<file path="config.mk">
export PLATFORM = sky130hd
export DESIGN_NAME = rtl_hc_adder_flat
export DESIGN_NICKNAME = d
export VERILOG_FILES = /design/src/rtl/rtl_hc_adder_if.sv /design/src/rtl/rtl_hc_adder.sv /design/src/flat_wrapper.sv
export SDC_FILE = /design/constraint.sdc
export NUM_CORES = 1
export LEC_CHECK = 0
export CAP_MARGIN = 40
export CORE_ASPECT_RATIO = 0.5
export CORE_MARGIN = 2
export CORE_UTILIZATION = 48
export DETAILED_ROUTE_END_ITERATION = 6
export PLACE_DENSITY_LB_ADDON = 0.15
export SYNTH_ARGS = -nofsm -noshare
export SYNTH_HDL_FRONTEND = slang
export SYNTH_SLANG_ARGS = --single-unit
export TNS_END_PERCENT = 1
</file>
<file path="constraint.sdc">
create_clock -name clk -period 8.4 [get_ports clk]
set_input_delay 2.52 -clock clk [delete_from_list [all_inputs] [get_ports clk]]
set_output_delay 2.52 -clock clk [all_outputs]
set_load 0.02 [all_outputs]
</file>
<file path="src/rtl/rtl_hc_adder_if.sv">
// Operand/result bundle for rtl_hc_adder.
// The master drives a and b; the slave returns the registered sum y.
interface rtl_hc_adder_if #(
   parameter int N = 64
) ();
   logic [N-1:0] a;
   logic [N-1:0] b;
   logic [N-1:0] y;

   modport master (
      output a,
      output b,
      input  y
   );

   modport slave (
      input  a,
      input  b,
      output y
   );
endinterface

</file>
<file path="src/rtl/rtl_hc_adder.sv">
// Registered Han-Carlson prefix adder, y = (a + b) mod 2^N.
// Define RTL_HC_IN_REG_EN to register a/b ahead of the prefix network (latency 2).
module rtl_hc_adder #(
   parameter int N = 64
) (
   input  logic           clk,
   input  logic           rst,
   rtl_hc_adder_if.slave  bus
);

   localparam int LG = $clog2(N);

   logic [N-1:0] w_a;
   logic [N-1:0] w_b;
   logic [N-1:0] w_g;
   logic [N-1:0] w_p;
   logic [N-1:0] w_gc;
   logic [N-1:0] w_pc;
   logic [N-1:0] w_gn;
   logic [N-1:0] w_pn;
   logic [N-1:0] w_sum;
   logic [N-1:0] r_y;

`ifdef RTL_HC_IN_REG_EN
   logic [N-1:0] r_a;
   logic [N-1:0] r_b;

   always_ff @(posedge clk) begin
      if (rst) begin
         r_a <= '0;
         r_b <= '0;
      end else begin
         r_a <= bus.a;
         r_b <= bus.b;
      end
   end

   assign w_a = r_a;
   assign w_b = r_b;
`else
   assign w_a = bus.a;
   assign w_b = bus.b;
`endif

   assign w_g = w_a & w_b;
   assign w_p = w_a ^ w_b;

   // Odd bits carry the full Kogge-Stone tree; even bits are fixed up last.
   always_comb begin
      w_gc = w_g;
      w_pc = w_p;
      w_gn = w_g;
      w_pn = w_p;
      for (int i = 1; i < N; i += 2) begin
         w_gn[i] = w_gc[i] | (w_pc[i] & w_gc[i-1]);
         w_pn[i] = w_pc[i] & w_pc[i-1];
      end
      w_gc = w_gn;
      w_pc = w_pn;
      for (int s = 1; s < LG; s++) begin
         for (int i = 1; i < N; i += 2) begin
            if (i >= (1 << s) + 1) begin
               w_gn[i] = w_gc[i] | (w_pc[i] & w_gc[i-(1<<s)]);
               w_pn[i] = w_pc[i] & w_pc[i-(1<<s)];
            end
         end
         w_gc = w_gn;
         w_pc = w_pn;
      end
      for (int i = 2; i < N; i += 2) begin
         w_gn[i] = w_g[i] | (w_p[i] & w_gc[i-1]);
         w_pn[i] = w_p[i] & w_pc[i-1];
      end
      w_gc = w_gn;
      w_pc = w_pn;
   end

   assign w_sum[0]     = w_p[0];
   assign w_sum[N-1:1] = w_p[N-1:1] ^ w_gc[N-2:0];

   always_ff @(posedge clk) begin
      if (rst) begin
         r_y <= '0;
      end else begin
         r_y <= w_sum;
      end
   end

   assign bus.y = r_y;

endmodule

</file>
<file path="src/flat_wrapper.sv">
// flat-port wrapper written by rule: the top's interface ports become plain ports
module rtl_hc_adder_flat 
#(
   parameter int N = 64
)
  (clk, rst, bus_a, bus_b, bus_y);
  rtl_hc_adder_if #(.N(N)) bus_i ();
  input  logic clk;
  input  logic rst;
  input wire logic [$bits(bus_i.a)-1:0] bus_a;
  input wire logic [$bits(bus_i.b)-1:0] bus_b;
  output wire logic [$bits(bus_i.y)-1:0] bus_y;
  assign bus_i.a = bus_a;
  assign bus_i.b = bus_b;
  assign bus_y = bus_i.y;
  rtl_hc_adder #(.N(N)) u_core (.clk(clk), .rst(rst), .bus(bus_i));
endmodule
</file>
Word-level counts from Yosys, hierarchy flattened
Index checks and enable logic that the tools add are counted.
Operators by class
  add/subtract/negate cells: 0
  multiply operators: 0
  div/mod/pow operators: 0
  magnitude comparators: 0
  eq/ne operators: 0
  shifts and indexed selects: 0
  multiplexer cells: 0
  bitwise logic cells: 499
  reductions and logical operators: 0
Operators with widths (number)
  1-bit AND: 310
  1-bit OR: 186
  64-bit bitwise XOR: 1
  63-bit AND: 1
  63-bit bitwise XOR: 1
Word-level totals
  bits in registers: 64
  bits in latches: 0
  memory bits (writable): 0
  bits in read-only memories: 0
  input port bits: 130
  output and inout bits: 64
  word-level logic and storage cells: 500
  memories: 0

Depth between registers and ports, before layout
  depth in word-level cells: 15
  gate-level depth with buffers: 12
  depth with buffers taken out: 12

Least setup slack after synthesis
No wires, ideal clock.
  path kind: input to register
  from: input port bus_b[0]
  to: register u_core.r_y[59], in the netlist u_core.bus.y[59]
  setup time: 128 ps
  data arrival time: 4837 ps
  required time: 8272 ps
  setup slack: 3435 ps
  cell stages on the path: 12
  buffers on the path: 0
  path through: ha_1 -> inv_1 -> fa_1 -> nand2b_1 -> a21o_1 -> a2111o_1 -> a31oi_1 -> o2111a_1 -> o21ai_1 -> fa_1 -> xor2_1 -> nor2_1
Between the ends
  cells in the longest elaborated chain, start to end: 12
Ends and longest elaborated chain
  from (decl): line flat_wrapper.sv:11  | input wire logic [$bits(bus_i.b)-1:0] bus_b;
  63-bit AND: line rtl_hc_adder.sv:45  | assign w_g = w_a & w_b;
  1-bit AND: line rtl_hc_adder.sv:55  | w_gn[i] = w_gc[i] | (w_pc[i] & w_gc[i-1]);
  1-bit OR: line rtl_hc_adder.sv:55
  1-bit AND: line rtl_hc_adder.sv:63  | w_gn[i] = w_gc[i] | (w_pc[i] & w_gc[i-(1<<s)]);
  1-bit OR: line rtl_hc_adder.sv:63
  1-bit AND: line rtl_hc_adder.sv:63
  1-bit OR: line rtl_hc_adder.sv:63
  1-bit AND: line rtl_hc_adder.sv:63
  1-bit OR: line rtl_hc_adder.sv:63
  1-bit AND: line rtl_hc_adder.sv:71  | w_gn[i] = w_g[i] | (w_p[i] & w_gc[i-1]);
  1-bit OR: line rtl_hc_adder.sv:71
  63-bit bitwise XOR: line rtl_hc_adder.sv:79  | assign w_sum[N-1:1] = w_p[N-1:1] ^ w_gc[N-2:0];
  to (signal assigned): line rtl_hc_adder.sv:85  | r_y <= w_sum;
  to (decl): line rtl_hc_adder.sv:22  | logic [N-1:0] r_y;
Every way passes these cells.
A chain may end at the register's enable or synchronous reset.

Worst setup path in the final report
  from: input port bus_b[0]
  to: register u_core.r_y[35], in the netlist u_core.bus.y[35]
Between the ends
  cells in the longest elaborated chain, start to end: 8
Ends and longest elaborated chain (line)
  63-bit AND: rtl_hc_adder.sv:45
  1-bit AND: rtl_hc_adder.sv:55
  1-bit OR: rtl_hc_adder.sv:55
  1-bit AND: rtl_hc_adder.sv:63
  1-bit OR: rtl_hc_adder.sv:63
  1-bit AND: rtl_hc_adder.sv:71
  1-bit OR: rtl_hc_adder.sv:71
  63-bit bitwise XOR: rtl_hc_adder.sv:79
Every way passes these cells.

==> results.md <==
- Final setup viols: 0
- Power per cell area: roughly 170 nW/um2
- Diodes inserted: 0
- Via-to-Cell Ratio: 5.33
- Cells after DPL: 870
- Worst EP required: 8.59 ns
- First-pass GRT wire length: 22500 um
- Area leader, netlist: dfxtp_1
- Syn. warnings: 0
- CTS tree: yes
- Most common cell after layout, fill and taps aside: clkdlybuf4s50_1
- Outcome: complete, no violations
- Row cnt: 25
- Avg Inst Size Synth: 8.80 um2
- Endpoints failing hold: 0
- Slew at the pin closest to its max-slew limit: 0.867 ns
- Pint: 0.810 mW
- Max reg flops: 64
- Vias in the first global route: 4718
- Max clock buf depth: 2
- Post-Route Hold Slack: about 2.8 ns
- Crit path time final: around 5.5 ns
- RD Place Congestion: 0.844
- Drt pass-1 iters: 6
- WP data arrival: 5.70 ns
- Clock share of power: a little under a third
- Leak Pwr: 3.09 nW
- CTS root buffer: clkbuf_16
- CTS Buf Count: 9
- NetSw: about 0.39 mW
- Main synth FF type: dfxtp_1
- Worst rel slew slack: 41.7%
- Avg WL per Cell: 16.0 um
- Syn_nets: 772
- Layout cells sized above 1: under 10%
- Top-area cell type share of the netlist area: 26.5%
- Critical path peak fanout: 4
- Pin count of the biggest net entering global routing: between 60 and 70
- Initial core utilization: 50.3%
- Post-Layout Cell Count: roughly 890
- Seq pwr share: 30.0%
- Async S/R FF share, synth: 0%
- Core Area: 9600 um2
- Overall routing resource usage: 26.4%
- #FFs+latches synth: 64
- Die height: 74.9 um
- Fmax achieved: 182 MHz
- CTS resizes: 0
- Area of the multi-input gates: 3340 um2
- EDFF count, synth: 0
- # fillers: 724
- Seq. cell area: 1280 um2
- Net Sw Frac: between 30% and 40%
- Clk sinks: 64
- VDD IR-drop max: 0.112 mV
- Layout net count: 969
- Die width: 146 um
- DP HPWL: 11500 um
- Top post-synthesis cells by area: dfxtp_1 27%, ha_1 16%, fa_1 13%
- # IOs: 194
- Post-Syn Area: 4830 um2
- Area growth syn-to-layout: 49.1%
- DRT Wirelength: 14200 um
- Setup_tns: 0 ns
- Synth unique cells: between 40 and 50
- Post-CTS Hold Buffers: 0
- Die area: 10900 um2
- IO Port Bufs: 193
- Vias: 4718
- # DRC: 0
- Logic pwr share: between 30% and 40%
- RSZ-0062 raised after global routing: false
- Hold Crit Class: input port to flop
- Max-cap violations: 0
- Routed Antenna Nets: 0
- Sequential share of the synthesized area: 26.5%
- Kind of critical path: input port to flop
- Worst setup SP type: input port
- Share of the core filled with cells: around 75%
- GR Overflow Total: 0
- H-tree depth: 3
- Most frequent cells in the layout: 192 x clkdlybuf4s50_1, 76 x nor2_1, 64 x dfxtp_1
- Tcrit/Tclk final: 65.6%
- Post-CTS Setup Repair Bufs: 0
- Syn Inst Count: around 550
- Clock slew at reported path FFs: around 0.05 ns
- Setup crit end kind: flop
- Initial antenna violation count: 0
- Initial drt markers: 222
- Final Max Slew Viols: 0
cell usage after synthesis (11+ instances only):
library cell  count
a21oi_1          45
o21ai_0          19
nand2_1          39
nand4_1          11
nor2b_1          15
nor2_1           76
xor2_1           19
inv_1            48
dfxtp_1          64
ha_1             61
xnor2_1          13
fa_1             32
o21a_1           11
cell type report:
cell class,instances,area share (%)
multi-input combinational,429,46.4
timing repair buffer,194,26.9
sequential,64,17.8
clock buffer,11,3.37
inverter,48,2.50
tap,135,2.35
clock inverter,5,0.782
metal layers:
layer  GRT usage (%)  vias up  wire, um
li1                -     2292         -
met1            33.2     2204      6180
met2            46.5      202      6690
met3            6.97       20      1130
met4            6.64        0       196
met5               0        -         0
through the flow:
| stage | setup slack (ns) | cell area, um2 | power, mW |
|---|---|---|---|
| after floorplan | 3.44 | 4830 | 0.615 |
| after global placement | 2.73 | 6900 | 0.812 |
| after detailed placement | 2.61 | 6900 | 0.823 |
| after CTS | 2.94 | 7200 | 1.20 |
| after global routing | 2.74 | 7200 | 1.26 |
| final | 2.89 | 7200 | 1.20 |
path summary, 6_finish.rpt:
kind	start	to	slack [ns]	cells past startpoint
setup / recovery	bus_b[0]	u_core.bus.y[35]$_SDFF_PP0_	2.89	13
hold / removal	rst	u_core.bus.y[56]$_SDFF_PP0_	2.81	3
critical path, cell delays in order:
cell and delay (ns):
clkdlybuf4s50_1 0.46, ha_1 0.15, inv_1 0.05, fa_1 0.41, nand2b_1 0.19, a21o_1 0.23, a2111o_1 0.46, a31oi_1 0.25
or2_1 0.24, a31oi_1 0.12, fa_1 0.39, xor2_1 0.17, nor2_1 0.05
power groups by stage:
stage | logic, mW | clock network [mW] | registers (mW)
final | 0.462 | 0.378 | 0.359
after detailed placement | 0.457 | 0 | 0.365
after global placement | 0.447 | 0 | 0.365
after CTS | 0.462 | 0.384 | 0.359
after floorplan | 0.195 | 0 | 0.421
after global routing | 0.504 | 0.396 | 0.363
kinds of logic (layout without fill, tap and decap cells):
kind of cell / Yosys count / after routing / synth area share, %
xor gates and xnor gates: 32 / 32 / 5.80
buffers and inverters: 56 / 258 / 4.35
AOI/OAI and AO/OA: 128 / 128 / 17.1
and+or+nand+nor: 176 / 176 / 17.1
adders and majority gates: 93 / 93 / 29.1
DFF: 64 / 64 / 26.5
(Power assumes the default switching activity.)
